==> config.mk <==
export PLATFORM = sky130hd
export DESIGN_NAME = lift2_plant_flat
export DESIGN_NICKNAME = d
export VERILOG_FILES = /design/src/rtl/lift2_plant_pkg.sv /design/src/rtl/lift2_plant_if.sv /design/src/rtl/lift2_plant_timer.sv /design/src/rtl/lift2_plant.sv /design/src/flat_wrapper.sv
export SDC_FILE = /design/constraint.sdc
export NUM_CORES = 1
export LEC_CHECK = 0
export CAP_MARGIN = 20
export CORE_MARGIN = 2
export CORE_UTILIZATION = 48
export CTS_CLUSTER_DIAMETER = 60
export CTS_CLUSTER_SIZE = 8
export DETAILED_ROUTE_END_ITERATION = 6
export HOLD_SLACK_MARGIN = 0.15
export PLACE_DENSITY = 0.92
export SLEW_MARGIN = 0
export SYNTH_ARGS = -nofsm -noshare
export SYNTH_HDL_FRONTEND = slang
export SYNTH_HIERARCHICAL = 1
export SYNTH_SLANG_ARGS = --single-unit
==> constraint.sdc <==
create_clock -name clk -period 5.5 [get_ports clk]
set_clock_uncertainty 0.2 [all_clocks]
set_input_delay 0.825 -clock clk [delete_from_list [all_inputs] [get_ports clk]]
set_output_delay 0.825 -clock clk [all_outputs]
set_load 0.01 [all_outputs]
==> src/rtl/lift2_plant_pkg.sv <==
// Shared types and bit-index constants for the lift2 plant model.
package lift2_plant_pkg;

    typedef enum logic [2:0] {
        IDLE,
        DOOR_OPENING,
        DOOR_OPEN,
        DOOR_CLOSING,
        MOVING,
        LEVELING
    } plant_state_t;

    // Command bit indices: cmd[i-1] = y_i
    localparam int CMD_CALL_ACK   = 0;
    localparam int CMD_DIR_DOWN   = 1;
    localparam int CMD_DIR_UP     = 2;
    localparam int CMD_MOTOR_EN   = 3;
    localparam int CMD_DOOR_OPEN  = 4;
    localparam int CMD_DOOR_CLOSE = 9;
    localparam int CMD_STOP       = 10;

    // Sensor bit indices: sns[i-1] = x_i
    localparam int SNS_CALL_PEND   = 0;
    localparam int SNS_DOOR_CLOSED = 1;
    localparam int SNS_TGT_ABOVE   = 2;
    localparam int SNS_TGT_BELOW   = 3;
    localparam int SNS_OVERLOAD    = 4;
    localparam int SNS_DOOR_OPEN   = 5;
    localparam int SNS_AT_TARGET   = 6;
    localparam int SNS_TMR_LAST    = 7;
    localparam int SNS_AT_LIMIT    = 8;
    localparam int SNS_OBSTRUCT    = 9;
    localparam int SNS_READY       = 10;
    localparam int SNS_LEVELING    = 11;
    localparam int SNS_MOVING      = 12;
    localparam int SNS_ESTOP       = 13;

endpackage

==> src/rtl/lift2_plant_if.sv <==
// Controller <-> plant bundle. The master drives commands and environment
// conditions; the slave (the plant) returns sensors, floor and error flag.
interface lift2_plant_if #(
    parameter int FLOOR_W = 3
);
    logic [15:0]        cmd;
    logic               call_req;
    logic [FLOOR_W-1:0] call_floor;
    logic               overload;
    logic               obstruct;
    logic               estop;
    logic [13:0]        sns;
    logic [FLOOR_W-1:0] floor_pos;
    logic               err;

    modport master (
        output cmd, call_req, call_floor, overload, obstruct, estop,
        input  sns, floor_pos, err
    );

    modport slave (
        input  cmd, call_req, call_floor, overload, obstruct, estop,
        output sns, floor_pos, err
    );
endinterface

==> src/rtl/lift2_plant_timer.sv <==
// Load/decrement down-counter; last is high while the count equals 1,
// which is the edge on which a timed state exits.
module lift2_plant_timer #(
    parameter int W = 3
) (
    input  logic         clk,
    input  logic         rst,
    input  logic         load,
    input  logic [W-1:0] load_val,
    output logic         last
);
    logic [W-1:0] count;

    // Load wins; otherwise count down and rest at zero.
    always_ff @(posedge clk or negedge rst) begin
        if (!rst) begin
            count <= '0;
        end else if (load) begin
            count <= load_val;
        end else if (count != '0) begin
            count <= count - W'(1);
        end
    end

    assign last = (count == W'(1));
endmodule

==> src/rtl/lift2_plant.sv <==
// Registered lift model answering the lift2 controller: decodes y commands,
// tracks car/target floor, door and motor state, and drives x sensors.
module lift2_plant
    import lift2_plant_pkg::*;
#(
    parameter int FLOORS  = 8,
    parameter int FLOOR_W = 3,
    parameter int DOOR_T  = 4,
    parameter int FLOOR_T = 6,
    parameter int LEVEL_T = 2
) (
    input logic          clk,
    input logic          rst,
    lift2_plant_if.slave bus
);
    localparam int TMAX = (DOOR_T > FLOOR_T) ? ((DOOR_T > LEVEL_T) ? DOOR_T : LEVEL_T)
                                             : ((FLOOR_T > LEVEL_T) ? FLOOR_T : LEVEL_T);
    localparam int TW = $clog2(TMAX + 1);
    localparam logic [FLOOR_W-1:0] TOP = FLOOR_W'(FLOORS - 1);

    plant_state_t       state, nxt;
    logic [FLOOR_W-1:0] pos, target;
    logic               call_pend, move_up, dir_nxt;
    logic               ovl_r, obs_r, est_r;
    logic               tmr_load, tmr_last, step, err_set;
    logic [TW-1:0]      tmr_val;

    logic stop, door_open, door_close, motor, up, dn;
    assign stop       = bus.cmd[CMD_STOP];
    assign door_open  = bus.cmd[CMD_DOOR_OPEN];
    assign door_close = bus.cmd[CMD_DOOR_CLOSE];
    assign motor      = bus.cmd[CMD_MOTOR_EN];
    assign up         = bus.cmd[CMD_DIR_UP];
    assign dn         = bus.cmd[CMD_DIR_DOWN];

    logic unused_cmd;
    assign unused_cmd = ^{bus.cmd[15:11], bus.cmd[8:5]};

    lift2_plant_timer #(.W(TW)) u_timer (
        .clk      (clk),
        .rst      (rst),
        .load     (tmr_load),
        .load_val (tmr_val),
        .last     (tmr_last)
    );

    // Transition decode; the timer must be loaded on the same edge the state changes.
    always_comb begin
        nxt      = state;
        dir_nxt  = move_up;
        tmr_load = 1'b0;
        tmr_val  = '0;
        step     = 1'b0;
        err_set  = 1'b0;
        case (state)
            IDLE: begin
                if (!stop) begin
                    if (door_open) begin
                        nxt      = DOOR_OPENING;
                        tmr_load = 1'b1;
                        tmr_val  = TW'(DOOR_T);
                    end else if (motor) begin
                        if (up && !dn && pos != TOP) begin
                            nxt      = MOVING;
                            dir_nxt  = 1'b1;
                            tmr_load = 1'b1;
                            tmr_val  = TW'(FLOOR_T);
                        end else if (dn && !up && pos != '0) begin
                            nxt      = MOVING;
                            dir_nxt  = 1'b0;
                            tmr_load = 1'b1;
                            tmr_val  = TW'(FLOOR_T);
                        end else begin
                            err_set = 1'b1;
                        end
                    end
                end
            end
            DOOR_OPENING: begin
                if (tmr_last) nxt = DOOR_OPEN;
            end
            DOOR_OPEN: begin
                if (!stop && door_close && !obs_r) begin
                    nxt      = DOOR_CLOSING;
                    tmr_load = 1'b1;
                    tmr_val  = TW'(DOOR_T);
                end
            end
            DOOR_CLOSING: begin
                if (obs_r) begin
                    nxt      = DOOR_OPENING;
                    tmr_load = 1'b1;
                    tmr_val  = TW'(DOOR_T);
                end else if (tmr_last) begin
                    nxt = IDLE;
                end
            end
            MOVING: begin
                err_set = door_open;
                if (stop || est_r) begin
                    nxt      = LEVELING;
                    tmr_load = 1'b1;
                    tmr_val  = TW'(LEVEL_T);
                end else if (tmr_last) begin
                    nxt      = LEVELING;
                    step     = 1'b1;
                    tmr_load = 1'b1;
                    tmr_val  = TW'(LEVEL_T);
                end
            end
            LEVELING: begin
                if (tmr_last) nxt = IDLE;
            end
            default: nxt = IDLE;
        endcase
    end

    // Plant state registers: FSM, position, call tracking, sticky error, input syncs.
    always_ff @(posedge clk or negedge rst) begin
        if (!rst) begin
            state     <= IDLE;
            pos       <= '0;
            target    <= '0;
            call_pend <= 1'b0;
            move_up   <= 1'b0;
            bus.err   <= 1'b0;
            ovl_r     <= 1'b0;
            obs_r     <= 1'b0;
            est_r     <= 1'b0;
        end else begin
            state   <= nxt;
            move_up <= dir_nxt;
            if (step) pos <= move_up ? pos + FLOOR_W'(1) : pos - FLOOR_W'(1);
            if (err_set) bus.err <= 1'b1;
            if (bus.call_req) begin
                target    <= (bus.call_floor > TOP) ? TOP : bus.call_floor;
                call_pend <= 1'b1;
            end else if (bus.cmd[CMD_CALL_ACK]) begin
                call_pend <= 1'b0;
            end
            ovl_r <= bus.overload;
            obs_r <= bus.obstruct;
            est_r <= bus.estop;
        end
    end

    // Sensors are decoded from registered state only.
    always_comb begin
        bus.sns                  = '0;
        bus.sns[SNS_CALL_PEND]   = call_pend;
        bus.sns[SNS_DOOR_CLOSED] = (state == IDLE) || (state == MOVING) || (state == LEVELING);
        bus.sns[SNS_TGT_ABOVE]   = target > pos;
        bus.sns[SNS_TGT_BELOW]   = target < pos;
        bus.sns[SNS_OVERLOAD]    = ovl_r;
        bus.sns[SNS_DOOR_OPEN]   = state == DOOR_OPEN;
        bus.sns[SNS_AT_TARGET]   = target == pos;
        bus.sns[SNS_TMR_LAST]    = tmr_last;
        bus.sns[SNS_AT_LIMIT]    = (pos == '0) || (pos == TOP);
        bus.sns[SNS_OBSTRUCT]    = obs_r;
        bus.sns[SNS_READY]       = (state == IDLE) && !call_pend && (target == pos);
        bus.sns[SNS_LEVELING]    = state == LEVELING;
        bus.sns[SNS_MOVING]      = state == MOVING;
        bus.sns[SNS_ESTOP]       = est_r;
    end

    assign bus.floor_pos = pos;
endmodule

==> src/flat_wrapper.sv <==
// flat-port wrapper written by rule: the top's interface ports become plain ports
module lift2_plant_flat import lift2_plant_pkg::*;
#(
    parameter int FLOORS  = 8,
    parameter int FLOOR_W = 3,
    parameter int DOOR_T  = 4,
    parameter int FLOOR_T = 6,
    parameter int LEVEL_T = 2
)
  (clk, rst, bus_cmd, bus_call_req, bus_call_floor, bus_overload, bus_obstruct, bus_estop, bus_sns, bus_floor_pos, bus_err);
  lift2_plant_if #(.FLOOR_W(FLOOR_W)) bus_i ();
  input logic clk;
  input logic rst;
  input wire logic [$bits(bus_i.cmd)-1:0] bus_cmd;
  input wire logic [$bits(bus_i.call_req)-1:0] bus_call_req;
  input wire logic [$bits(bus_i.call_floor)-1:0] bus_call_floor;
  input wire logic [$bits(bus_i.overload)-1:0] bus_overload;
  input wire logic [$bits(bus_i.obstruct)-1:0] bus_obstruct;
  input wire logic [$bits(bus_i.estop)-1:0] bus_estop;
  output wire logic [$bits(bus_i.sns)-1:0] bus_sns;
  output wire logic [$bits(bus_i.floor_pos)-1:0] bus_floor_pos;
  output wire logic [$bits(bus_i.err)-1:0] bus_err;
  assign bus_i.cmd = bus_cmd;
  assign bus_i.call_req = bus_call_req;
  assign bus_i.call_floor = bus_call_floor;
  assign bus_i.overload = bus_overload;
  assign bus_i.obstruct = bus_obstruct;
  assign bus_i.estop = bus_estop;
  assign bus_sns = bus_i.sns;
  assign bus_floor_pos = bus_i.floor_pos;
  assign bus_err = bus_i.err;
  lift2_plant #(.FLOORS(FLOORS), .FLOOR_W(FLOOR_W), .DOOR_T(DOOR_T), .FLOOR_T(FLOOR_T), .LEVEL_T(LEVEL_T)) u_core (.clk(clk), .rst(rst), .bus(bus_i));
endmodule
==> impl_metrics.json, run 1 <==
{
  "clk_latency_ns": 0.30,
  "ant_nets": 0,
  "synthesis.nets": 159,
  "synth_edf_count": 0,
  "cts_setup_buffers": 0,
  "critPathMaxFanout": 15,
  "fp.dieW_um": 53.9,
  "min_to": "u_core/bus.err",
  "arrival_ns": 2.06,
  "worst_r2r_startpoint": "u_core/u_timer/count[1]",
  "drt_first_pass_iters": 5,
  "grt_max_degree": 19,
  "antenna_found_initial": 0,
  "whs_ns": 0.308,
  "hold_buffers": 0,
  "dieArea_um2": 2910,
  "cts-buffers-inserted": 3,
  "cp-start-kind": "register",
  "start_util": 0.497,
  "grt_usage": 0.198,
  "whs_path_depth": 2,
  "regArea_um2": 450,
  "switchingPower_mw": 0.281,
  "gp_congestion": 0.804,
  "synth_flop_cell": "dfrtp_1",
  "power.clock.fraction": 0.122,
  "seq_power_share": 0.341,
  "timing.fmax_ghz": 0.324,
  "antennaDiodeCount": 0,
  "cts_sinks": 18,
  "hp-start": "u_core/bus.err",
  "drv_slew": 0,
  "dp.cells": 183,
  "cts-htree-levels": 1,
  "leakagePower_nw": 0.681,
  "clk_path_buf_depth": 2,
  "r2r_slack_ns": 3.03,
  "multiInputGateArea_um2": 642,
  "setup_slack_ns": 2.41,
  "setup_viol": 0,
  "final_nets": 190,
  "hp-class": "register to register",
  "clk_pin_slew_worst_paths_ns": 0.11,
  "slew_headroom": 0.461,
  "cts_root_buf": "clkbuf_4",
  "io_buffer_count": 33,
  "dp_slack_ns": 2.46,
  "via_per_inst": 5.54,
  "coreArea_um2": 2410,
  "synth-seq-area-share": 0.376,
  "cts_tree": "yes",
  "cap_violations": 0,
  "fin_util": 0.643,
  "detail_route.wl_per_cell_um": 14.1,
  "gr-total-overflow": 0,
  "postCtsResizedCells": 0,
  "boundaryPins": 43,
  "comb_power_share": 0.537,
  "vias": 1036,
  "rr_endpoint": "u_core/u_timer/count[1]",
  "finalHoldViolCount": 0,
  "tns_ns": 0,
  "die_h_um": 53.9,
  "syn_to_final_growth_pct": 29.4,
  "drtIter0Drc": 34,
  "rsz0062_at_grt": "no",
  "num_rows": 18,
  "drt-total-wl_mm": 2.63,
  "r2r_cells": 9,
  "grt_pass1_wl_mm": 4.14,
  "ys_ff_latch": 18,
  "syn_inst": 127,
  "p_int_mw": 0.409,
  "grt_pass1_vias": 949,
  "crit_type": "register to primary output",
  "hpwl_mm": 2.01,
  "ys_warn_count": 6,
  "async_reset_ff_frac": 1.00,
  "synth.distinct_cells": 45,
  "peakVddDrop_mv": 0.292,
  "required_ns": 4.47,
  "cp-end-kind": "primary output",
  "powerDensity_nw_per_um2": 446,
  "swShare": 0.407,
  "final_cell_count_no_fill": 187,
  "status": "completed",
  "avgSynthCellArea_um2": 9.43,
  "finalCritPeriodShare": 0.561,
  "fillers": 204,
  "worst_pin_slew_ns": 0.806,
  "drive_above_1_share": 0.0892,
  "drcViolationCount": 0,
  "syn_area_um2": 1200,
  "min_period_ns": 3.09
}
[kinds of logic after synthesis]
family                   Yosys count  synth area share
AND/OR/NAND/NOR                   46             0.242
AO/OA/AOI/OAI                     27             0.153
buffers and inverters             21            0.0878
flip-flops                        18             0.376
adder cells (fa/ha/maj)            7            0.0794
multiplexers                       4            0.0366
XOR/XNOR                           3            0.0219
other                              1           0.00313
[critical path: stages, from the launching register on]
cell and delay [ns]:
dfrtp_1 0.55, or3_4 0.47, nor3b_1 0.18, clkdlybuf4s50_1 0.56
[area by class of cell]
| cell class | count | share of cell area |
|---|---|---|
| Clock buffer | 4 | 0.0234 |
| Inverter | 14 | 0.0339 |
| Multi-Input combinational cell | 88 | 0.414 |
| Sequential cell | 18 | 0.291 |
| Tap cell | 30 | 0.0242 |
| Timing Repair Buffer | 33 | 0.213 |
[metal layers]
layer,up-vias,part of all wire,GRT usage
met5,-,0,0
met4,0,0.013,0.0726
met3,4,0.046,0.0333
met2,30,0.51,0.341
met1,503,0.43,0.246
li1,499,-,-
[cells in the mapped netlist, types with 2 or more instances]
master    number  area, um^2
dfrtp_1       18         450
inv_1         14        52.6
nor2_1         8        30.0
a21oi_1        7        35.0
ha_1           6        75.1
nand2_1        6        22.5
o21ai_0        6        30.0
buf_4          5        37.5
nand2b_1       4        25.0
nor2b_1        4        25.0
nor3_1         4        20.0
and3_1         3        18.8
mux2_2         3        33.8
nor4b_1        3        26.3
a21o_1         2        15.0
nand3b_1       2        15.0
nor3b_1        2        15.0
o32ai_1        2        17.5
xnor2_1        2        17.5
[worst max-delay path by stage]
| stage | from | end | slack [ns] | cells after the start |
|---|---|---|---|---|
| detailed placement | bus_cmd[10] | u_core/u_timer/count[1] | 2.46 | 7 |
| finish | u_core/state[0] | bus_sns[10] | 2.41 | 3 |
| global placement | bus_cmd[10] | u_core/u_timer/count[1] | 2.58 | 7 |
| CTS | u_core/bus.floor_pos[1] | bus_sns[10] | 2.41 | 5 |
| floorplan | u_core/bus.floor_pos[1] | bus_sns[10] | 3.13 | 4 |
| global route | u_core/bus.floor_pos[1] | bus_sns[10] | 2.26 | 5 |
[state kept, by name, indices dropped and copies added (netlist names)]
register and cells:
u_core/bus.err 1, u_core/est_r 1, u_core/target 3, u_core/state 3, u_core/call_pend 1, u_core/u_timer/count 3, u_core/move_up 1, u_core/ovl_r 1
u_core/bus.floor_pos 3, u_core/obs_r 1
[metrics by stage]
| step | area, um^2 | total power [mW] |
|---|---|---|
| floorplan | 1200 | 0.477 |
| global placement | 1510 | 0.582 |
| detailed placement | 1510 | 0.604 |
| CTS | 1550 | 0.689 |
| global route | 1550 | 0.745 |
| finish | 1550 | 0.690 |
[power groups by stage]
stage | logic (mW) | registers (mW) | clock network (mW)
3_3_place_gp | 0.350 | 0.232 | 0
6_report | 0.371 | 0.236 | 0.0840
2_1_floorplan | 0.262 | 0.215 | 0
4_1_cts | 0.370 | 0.234 | 0.0853
3_5_place_dp | 0.368 | 0.236 | 0
5_1_grt | 0.409 | 0.244 | 0.0920
[layout by cell type (no fill, tap or decap), types with 2 or more instances in the layout]
master	synthesis	final
nor3b_1	2	2
a21o_1	2	2
a21oi_1	7	7
o21ai_0	6	6
o32ai_1	2	2
dfrtp_1	18	18
nand3b_1	2	2
mux2_2	3	3
nand2_1	6	6
and3_1	3	3
ha_1	6	6
xnor2_1	2	2
nor2b_1	4	4
clkbuf_4	0	3
nor3_1	4	4
clkdlybuf4s50_1	0	33
inv_1	14	14
nand2b_1	4	4
nor4b_1	3	3
nor2_1	8	8
No activity file was read; power rests on OpenSTA's default activity.
==> run 2: changes to the inputs <==
--- a/config.mk
+++ b/config.mk
@@ -7,12 +7,12 @@
 export LEC_CHECK = 0
 export CAP_MARGIN = 20
 export CORE_MARGIN = 2
-export CORE_UTILIZATION = 48
+export CORE_UTILIZATION = 40
 export CTS_CLUSTER_DIAMETER = 60
 export CTS_CLUSTER_SIZE = 8
 export DETAILED_ROUTE_END_ITERATION = 6
 export HOLD_SLACK_MARGIN = 0.15
-export PLACE_DENSITY = 0.92
+export PLACE_DENSITY = 0.83
 export SLEW_MARGIN = 0
 export SYNTH_ARGS = -nofsm -noshare
 export SYNTH_HDL_FRONTEND = slang
==> constraint.sdc (replaced) <==
create_clock -name clk -period 2.6 [get_ports clk]
set_clock_uncertainty 0.2 [all_clocks]
set_input_delay 0.39 -clock clk [delete_from_list [all_inputs] [get_ports clk]]
set_output_delay 0.39 -clock clk [all_outputs]
set_load 0.01 [all_outputs]
==> run 2 against run 1 <==
Utilization fell by 7.1 points. Global-route usage fell by 3.4 points. Register-to-register slack got worse by 2.8 ns. Worst setup slack got worse by 2.3 ns. Hold slack got worse by 0.094 ns. Largest power group unchanged. Via count fell by 1.5%. Final cell count rose by 3.7%. Cell area rose by 3.5%. Clock power rose by 110%. Total power rose by 110%.
==> impl_metrics.json, run 2 (synthesis results as in run 1) <==
{
  "status": "completed",
  "peakVddDrop_mv": 0.427,
  "leakagePower_nw": 0.729,
  "setup_viol": 0,
  "fp.dieW_um": 58.7,
  "tns_ns": 0,
  "clk_path_buf_depth": 2,
  "drcViolationCount": 0,
  "timing.fmax_ghz": 0.406,
  "grt_pass1_wl_mm": 4.35,
  "antennaDiodeCount": 0,
  "rsz0062_at_grt": "no",
  "cts-buffers-inserted": 3,
  "cp-start-kind": "register",
  "finalCritPeriodShare": 0.947,
  "gp_congestion": 0.941,
  "finalHoldViolCount": 0,
  "clk_latency_ns": 0.29,
  "syn_to_final_growth_pct": 33.9,
  "vias": 1020,
  "ant_nets": 0,
  "fin_util": 0.571,
  "drt-total-wl_mm": 2.55,
  "min_period_ns": 2.46,
  "clk_pin_slew_worst_paths_ns": 0.11,
  "antenna_found_initial": 0,
  "drt_first_pass_iters": 4,
  "crit_type": "register to primary output",
  "cts_tree": "yes",
  "r2r_slack_ns": 0.19,
  "fillers": 268,
  "boundaryPins": 43,
  "num_rows": 19,
  "die_h_um": 58.7,
  "drv_slew": 0,
  "drive_above_1_share": 0.135,
  "dieArea_um2": 3450,
  "grt_pass1_vias": 984,
  "hold_buffers": 0,
  "io_buffer_count": 33,
  "hpwl_mm": 2.02,
  "cts_sinks": 18,
  "powerDensity_nw_per_um2": 924,
  "r2r_cells": 8,
  "final_nets": 196,
  "drtIter0Drc": 27,
  "arrival_ns": 1.87,
  "cts-htree-levels": 1,
  "cp-end-kind": "primary output",
  "worst_r2r_startpoint": "u_core/u_timer/count[0]",
  "globalRouteMet2Util": 0.274,
  "cap_violations": 0,
  "use_met1": 0.214,
  "grt_max_degree": 19,
  "critPathMaxFanout": 4,
  "coreArea_um2": 2810,
  "start_util": 0.427,
  "required_ns": 2.01,
  "layout_common_cells": "30 x clkdlybuf4s50_1, 17 x dfrtp_1, 14 x inv_1, 8 x nor2_1, 7 x a21oi_1",
  "grt_util_met3": 0.0286,
  "via_per_inst": 5.26,
  "hp-class": "input pin to asynchronous set/reset pin",
  "grt_usage": 0.164,
  "detail_route.wl_per_cell_um": 13.2,
  "gr-total-overflow": 0,
  "rr_endpoint": "u_core/u_timer/count[1]",
  "mostFrequentLayoutCell": "clkdlybuf4s50_1",
  "cts_root_buf": "clkbuf_4",
  "gr-max-usage-layer": "met2"
}
[run 2: cell count changes in the layout (fill, tap and decap cells not counted), sizes merged]
cell	previous run	this run
dlygate4sd2	0	2
buf	0	6
clkdlybuf4s50	33	30
dlymetal6s2s	0	1
[run 2: power breakdown]
part | internal (mW) | switching (mW) | leakage (nW)
registers | 0.367 | 0.0939 | 0.209
clock network | 0.0852 | 0.0874 | 0.0210
logic | 0.439 | 0.408 | 0.499
total | 0.892 | 0.589 | 0.729
[run 2: metal layers]
layer  routed length (um)  vias up
met1                 1130      488
li1                     -      510
met3                   87        4
met2                 1300       18
met4                   30        0
met5                    0        -
[run 2: final cells by class]
cell class / instances / area (um^2) / area share
multi-input combinational: 88 / 648 / 0.404
clock buffer: 4 / 36.3 / 0.0226
tap: 31 / 38.8 / 0.0242
timing repair buffer: 39 / 375 / 0.234
inverter: 14 / 52.6 / 0.0328
sequential: 18 / 452 / 0.282
[run 2: timing repair]
item                                    in CTS  in global routing
pin swaps                                    0                  0
resized for setup                            3                  2
buffers inserted                             0                  2
endpoints found under the setup margin       3                  2
[run 2: through the flow]
step	cells	setup WS, ns	cell area, um^2	hold WS, ns	power (mW)
final	194	0.138	1600	0.213	1.48
after detailed placement	188	0.229	1540	0.309	1.31
after floorplan	127	0.417	1200	-0.106	1.01
after global placement	188	0.266	1540	0.271	1.26
after CTS	192	0.00875	1580	0.216	1.48
after global routing	194	0.00134	1600	0.229	1.62
[run 2: worst max path at each step]
stage	from	slack, ns	to	cells past startpoint
2_1_floorplan	u_core/u_timer/count[0]	0.42	u_core/u_timer/count[0]	8
3_3_place_gp	u_core/bus.floor_pos[1]	0.27	bus_sns[10]	5
3_5_place_dp	bus_cmd[2]	0.23	u_core/u_timer/count[0]	7
4_1_cts	u_core/bus.floor_pos[1]	0.009	bus_sns[2]	6
5_1_grt	u_core/u_timer/count[0]	0.001	u_core/u_timer/count[1]	8
6_report	u_core/bus.floor_pos[1]	0.14	bus_sns[8]	4
[run 2: worst max-delay path: stages (launching register included)]
cell             delay [ns]
dfrtp_2                0.44
buf_4                  0.14
nor3_1                 0.31
or2_2                  0.17
clkdlybuf4s50_1        0.52
==> edit 1: new RTL, settings of run 2 <==
`LEVEL_T` is set to 2 in 2 places; all go to 1.
--- a/src/rtl/lift2_plant.sv
+++ b/src/rtl/lift2_plant.sv
@@ -8,5 +8,5 @@
     parameter int DOOR_T  = 4,
     parameter int FLOOR_T = 6,
-    parameter int LEVEL_T = 2
+    parameter int LEVEL_T = 1
 ) (
     input logic          clk,
--- a/src/flat_wrapper.sv
+++ b/src/flat_wrapper.sv
@@ -6,5 +6,5 @@
     parameter int DOOR_T  = 4,
     parameter int FLOOR_T = 6,
-    parameter int LEVEL_T = 2
+    parameter int LEVEL_T = 1
 )
   (clk, rst, bus_cmd, bus_call_req, bus_call_floor, bus_overload, bus_obstruct, bus_estop, bus_sns, bus_floor_pos, bus_err);
Check against the original RTL: not equivalent (Yosys sat finds a counterexample within 4 cycles, from zero or initial values and one cycle with rst low).
==> edit 1 against run 2 <==
Wire length down 11%; sequential power up 3%; largest cell class unchanged; cell area down 4.8%; highest routed layer unchanged; setup slack got worse by 0.041 ns; power is 1.8% lower; synthesized area down 3.1%; die area is 2.9% lower; sequential cell count unchanged.
==> edit 1: results (changes against run 2) <==
Worst hold path
  • Hold Crit Class: flop to flop (was primary input to asynchronous set/reset pin)

Layout
  • Fin nets: 184 (was 196)
  • N_diodes: 0 (unchanged)
  • # fillers: 262 (was 268)
  • Fin cells: 181 (was 194)
  • Layout cell share with drive strength beyond 1: 0.1267 (was 0.1350)

Pwr
  • Worst VDD drop: 0.5264 mV (was 0.4274 mV)
  • Leak: 0.6638 nW (was 0.7289 nW)

Global routing
  • Vias in the first global route: 907 (was 984)
  • GRT Util Overall: 0.1455 (was 0.1643)
  • First-pass GRT wire length: 3.898 mm (was 4.347 mm)

Placement
  • Detail Placement HPWL: 1.807 mm (was 2.021 mm)
  • Dpl ws: 0.06363 ns (was 0.2285 ns)
  • Port buffer count: 33 (unchanged)
  • Placed Area: 1484 sq um (was 1544 sq um)
  • Final Wtd Congestion: 0.7914 (was 0.9405)

Clocking
  • Root buf cell: clkbuf_4 (unchanged)
  • Clk_lat worst skew: 0.27 ns (was 0.29 ns)
  • CTS clk-pin slew, worst paths: 0.09 ns (was 0.11 ns)
  • TritonCTS Buffers: 3 (unchanged)

Yosys
  • Top cells by count, synth: 18 x dfrtp_1, 11 x inv_1, 7 x a21oi_1, 7 x nand2b_1 (was 18 x dfrtp_1, 14 x inv_1, 8 x nor2_1)
  • Syn_nets: 151 (was 159)
  • Syn avg cell area: 9.747 sq um (was 9.428 sq um)
  • Synth area leaders: dfrtp_1 39%, ha_1 6.5%, buf_4 3.9%, mux2_2 3.9%, nand2b_1 3.8% (was dfrtp_1 38%, ha_1 6.3%, inv_1 4.4%, buf_4 3.1%, a21oi_1 2.9%)
  • Seq/Total Area, Yosys: 0.3883 (was 0.3762)
  • Synth unique cells: 41 (was 45)

Routing
  • Final wirelength: 2.279 mm (was 2.552 mm)
  • Detailed Route Iter0 Violations: 21 (was 27)
  • Vias/cell: 5.276 (was 5.258)

Worst setup path
  • Max stage delay on crit path: 0.54 ns (was 0.52 ns)
  • CP arrival: 1.91 ns (was 1.87 ns)
  • Critical path peak fanout: 6 (was 4)

Run status
  • Status: complete, no violations (unchanged)
## edit 1: layer usage
layer,vias to the layer above,GRT usage,wire length [um],part of all wire
li1,471,-,-,-
met1,460,0.1892,997,0.44
met5,-,0,0,0
met4,0,0.04319,31,0.014
met2,22,0.2532,1157,0.51
met3,2,0.01786,92,0.040
## edit 1: layout make-up
cell class	instances	area, sq um	share of cell area
timing repair buffer	36	355.3	0.2328
clock buffer	3	22.52	0.01475
tap	31	38.79	0.02541
multi-input combinational	82	615.6	0.4033
sequential	18	452.9	0.2967
inverter	11	41.29	0.02705
## edit 1: timing repair
| action | CTS | global route |
|---|---|---|
| buffers inserted | 0 | 2 |
| gates resized for setup | 1 | 2 |
| cloned | 0 | 0 |
| hold buffers | 0 | 0 |
| endpoints found under the setup margin | 1 | 3 |
## edit 1: worst paths after layout
path                                    startpoint  slack, ns                       to  cells after the start
setup / recovery           u_core/bus.floor_pos[0]        0.1              bus_sns[10]                      5
hold / removal                      u_core/bus.err       0.29           u_core/bus.err                      2
setup reg to reg           u_core/bus.floor_pos[1]       0.25  u_core/u_timer/count[0]                      8
hold reg to reg                     u_core/bus.err       0.29           u_core/bus.err                      2
max in group asynchronous                      rst       1.30  u_core/bus.floor_pos[0]                      1
min in group asynchronous                      rst       0.36             u_core/ovl_r                      1
## edit 1: cells by family after synthesis
kind of cell,synth area share
AO/OA/AOI/OAI,0.1413
XOR/XNOR,0.02266
adder cells (fa/ha/maj),0.08198
buffers and inverters,0.08091
flip-flops,0.3883
multiplexers,0.03883
AND/OR/NAND/NOR,0.2460
## edit 1: where the power goes
part / switching (W) / leakage [nW] / internal (W)
Clock: 0.0000760 / 0.0138 / 0.0000535
Combinational: 0.000376 / 0.442 / 0.000472
Sequential: 0.000115 / 0.208 / 0.000362
Total: 0.000567 / 0.664 / 0.000888
## edit 1: worst reg2reg max path, stage by stage, from the launching register on
cell and delay, ns:
dfrtp_2 0.44, buf_4 0.15, nor3_1 0.26, o22ai_2 0.16, a21oi_1 0.16, o21ai_0 0.12
or2_2 0.37, nor4b_1 0.30, a221oi_1 0.08
## edit 1: metrics by stage
stage	hold slack [ns]	TNS, ns
after floorplan	-0.1056	0
after global placement	0.2783	0
after detailed placement	0.2715	0
after CTS	0.2968	0
after global routing	0.3152	-0.02927
final	0.2862	0
==> edit 2: new RTL, settings of run 2 <==
Made on the original files. The 6 states of `plant_state_t` get a Gray code encoding in 3 bits.
--- a/src/rtl/lift2_plant_pkg.sv
+++ b/src/rtl/lift2_plant_pkg.sv
@@ -3,10 +3,10 @@
 
     typedef enum logic [2:0] {
-        IDLE,
-        DOOR_OPENING,
-        DOOR_OPEN,
-        DOOR_CLOSING,
-        MOVING,
-        LEVELING
+        IDLE         = 3'b000,
+        DOOR_OPENING = 3'b001,
+        DOOR_OPEN    = 3'b011,
+        DOOR_CLOSING = 3'b010,
+        MOVING       = 3'b110,
+        LEVELING     = 3'b111
     } plant_state_t;
 
Formal check against the unedited RTL: no difference found for any inputs over 10 cycles, from zero or initial values and one cycle with rst low; not proved beyond that.
==> edit 2 against run 2 <==
The flow now finishes with violations (DRC); power increased by 6.0%; cell area is 1.2% higher; first-iteration DRC count is 19% higher; non-clock buffer count rose by 1; global-route usage rose by 0.91 points; utilization grew 0.71 points; synthesized area up 0.94%; die area increased by 0.89%; cell count did not move; combinational power increased by 12%; wire length rose by 8.1%; sequential cell count unchanged; setup slack worse by 0.025 ns; largest cell class unchanged; highest routed layer is now met3.
==> edit 2: results (changes against run 2) <==
Run status
  • Status: finished, violations left (was complete, no violations)
  • Failing checks: DRC

Worst setup path
  • FF-to-FF Start: u_core/bus.floor_pos[1] (was u_core/u_timer/count[0])
  • Critical path peak fanout: 2 (was 4)
  • R2R cell count: 8 (unchanged)
  • CP max stage cell: clkdlybuf4s50_1 (unchanged)
  • Max stage delay on crit path: 0.47 ns (was 0.52 ns)
  • RR Endpoint: u_core/u_timer/count[0] (was u_core/u_timer/count[1])
  • R2r setup slk: roughly 0.18 ns

Global routing
  • Largest net degree at the start of global routing: 19 (unchanged)
  • First-pass GRT wire length: 4.616 mm (was 4.347 mm)
  • Initial antenna violation count: 0 (unchanged)
  • GRT Util Overall: 0.1734 (was 0.1643)
  • Grt total ovfl: 0 (unchanged)

Placement
  • Port buffer count: 33 (unchanged)
  • Detail Placement HPWL: 2.042 mm (was 2.021 mm)
  • Final Wtd Congestion: 0.7910 (was 0.9405)
  • Total placed cells including tap cells: 188 (unchanged)
  • Placed Area: 1554 sq um (was 1544 sq um)

Pwr
  • Leak: 0.7272 nW (was 0.7289 nW)
  • Worst VDD drop: 0.5134 mV (was 0.4274 mV)

Worst hold path
  • Hold Crit Class: primary input to asynchronous set/reset pin (unchanged)

Routing
  • Detailed-route via count: 1031 (was 1020)
  • Detailed Route Iter0 Violations: 32 (was 27)
  • Wire per inst: 14.22 um (was 13.15 um)
  • DR pass1 iterations: 6 (was 4)
  • Final wirelength: 2.758 mm (was 2.552 mm)
  • # DRC: 1 (was 0)

Yosys
  • Top cells by count, synth: 18 x dfrtp_1, 12 x nand2_1, 11 x inv_1 (was 18 x dfrtp_1, 14 x inv_1, 8 x nor2_1)
  • Seq/Total Area, Yosys: 0.3727 (was 0.3762)
  • Post-synth top area share: 0.3727 (was 0.3762)
  • Ys Warns: 6 (unchanged)
  • Mapped Cells: 128 (was 127)
  • Synth area leaders: dfrtp_1 37%, ha_1 6.2%, nand2_1 3.7%, inv_1 3.4%, buf_4 3.1% (was dfrtp_1 38%, ha_1 6.3%, inv_1 4.4%, buf_4 3.1%, a21oi_1 2.9%)
  • Async SR Flop Fraction: 1.000 (unchanged)
  • Synth unique cells: 48 (was 45)
  • Syn_nets: 160 (was 159)

Clocking
  • TritonCTS Buffers: 3 (unchanged)
  • Root buf cell: clkbuf_4 (unchanged)
  • CTS H-tree lvls: 1 (unchanged)
  • Longest Clk Path Bufs: 2 (unchanged)
  • CTS clk-pin slew, worst paths: 0.11 ns (about the same)
  • Clk_lat worst skew: roughly 0.30 ns

Layout
  • Fin nets: 196 (unchanged)
  • N_diodes: 0 (unchanged)
  • Layout cell share with drive strength beyond 1: 0.1656 (was 0.1350)

Timing
  • Hold slack: 0.1963 ns (was 0.2133 ns)
edit 2: cell count changes in the layout (fill, tap and decap cells not counted), moves of 2 or more:
cell     delta
a21oi_1     -2
and2b_1     +2
inv_1       -3
nand2_1     +6
nand3_1     +2
nor2_1      -3
nor3_1      -3
o21ai_0     -2
o22ai_1     +2
o31ai_1     +2
o32ai_1     -2
edit 2: cell families (layout without fill, tap and decap cells):
family | Yosys count | after routing | share of synthesized area
AND/OR/NAND/NOR | 48 | 48 | 0.2350
flip-flops | 18 | 18 | 0.3727
multiplexers | 5 | 5 | 0.04865
buffers and inverters | 20 | 55 | 0.08489
AO/OA/AOI/OAI | 25 | 25 | 0.1480
XOR/XNOR | 4 | 4 | 0.02899
adder cells (fa/ha/maj) | 7 | 7 | 0.07867
other | 1 | 1 | 0.003103
edit 2: cell type report:
cell class | count | area, sq um
fillers | 258 | 1182
multi-input cells | 90 | 669.4
flip-flops and latches | 18 | 452.9
repair buffers | 40 | 384.1
inverters | 11 | 41.29
well taps | 31 | 38.79
clock buffers | 4 | 36.28
edit 2: how the worst max path moves through the flow:
stage	from	end	slack (ns)	depth (start not counted)
finish	u_core/bus.floor_pos[1]	bus_sns[2]	0.11	6
global route	u_core/bus.floor_pos[0]	bus_sns[2]	0.02	4
CTS	u_core/bus.floor_pos[1]	u_core/u_timer/count[1]	0.06	8
detailed placement	bus_cmd[1]	u_core/u_timer/count[0]	0.04	8
global placement	bus_cmd[1]	u_core/u_timer/count[0]	0.16	8
floorplan	u_core/bus.floor_pos[1]	u_core/u_timer/count[0]	0.37	7
edit 2: metal layers:
layer / vias to the layer above / GRT usage / routed length (um)
li1: 501 / - / -
met1: 497 / 0.2252 / 1203
met2: 33 / 0.2921 / 1429
met3: 0 / 0.02620 / 126
met4: 0 / 0.06494 / 0
met5: - / 0 / 0
edit 2: through the flow:
step           setup slack (ns)  utilization
2_1_floorplan            0.3714            -
3_3_place_gp             0.1621       0.5540
3_5_place_dp            0.04248       0.5540
4_1_cts                 0.05758       0.5727
5_1_grt                 0.01761       0.5785
6_report                 0.1125       0.5785
edit 2: what timing repair did:
item,CTS,global route
resized for setup,3,4
setup endpoints to repair,3,3
buffers inserted,2,0
pin swaps,0,0
hold endpoints to repair,0,0
edit 2: power breakdown:
group	leakage [nW]	total [W]	internal, W	switching [W]
registers	0.209	0.000441	0.000368	0.0000727
clock network	0.0210	0.000179	0.0000853	0.0000939
logic	0.497	0.000949	0.000497	0.000452
total	0.727	0.00157	0.000950	0.000619
edit 2: worst max-delay path, delay by kind of cell (launching register included):
| kind | cells | cell delay [ns] |
|---|---|---|
| DFF | 1 | 0.38 |
| buffers and inverters | 2 | 0.52 |
| adders and majority gates | 1 | 0.29 |
| AOI/OAI and AO/OA | 2 | 0.34 |
| and+or+nand+nor | 1 | 0.07 |
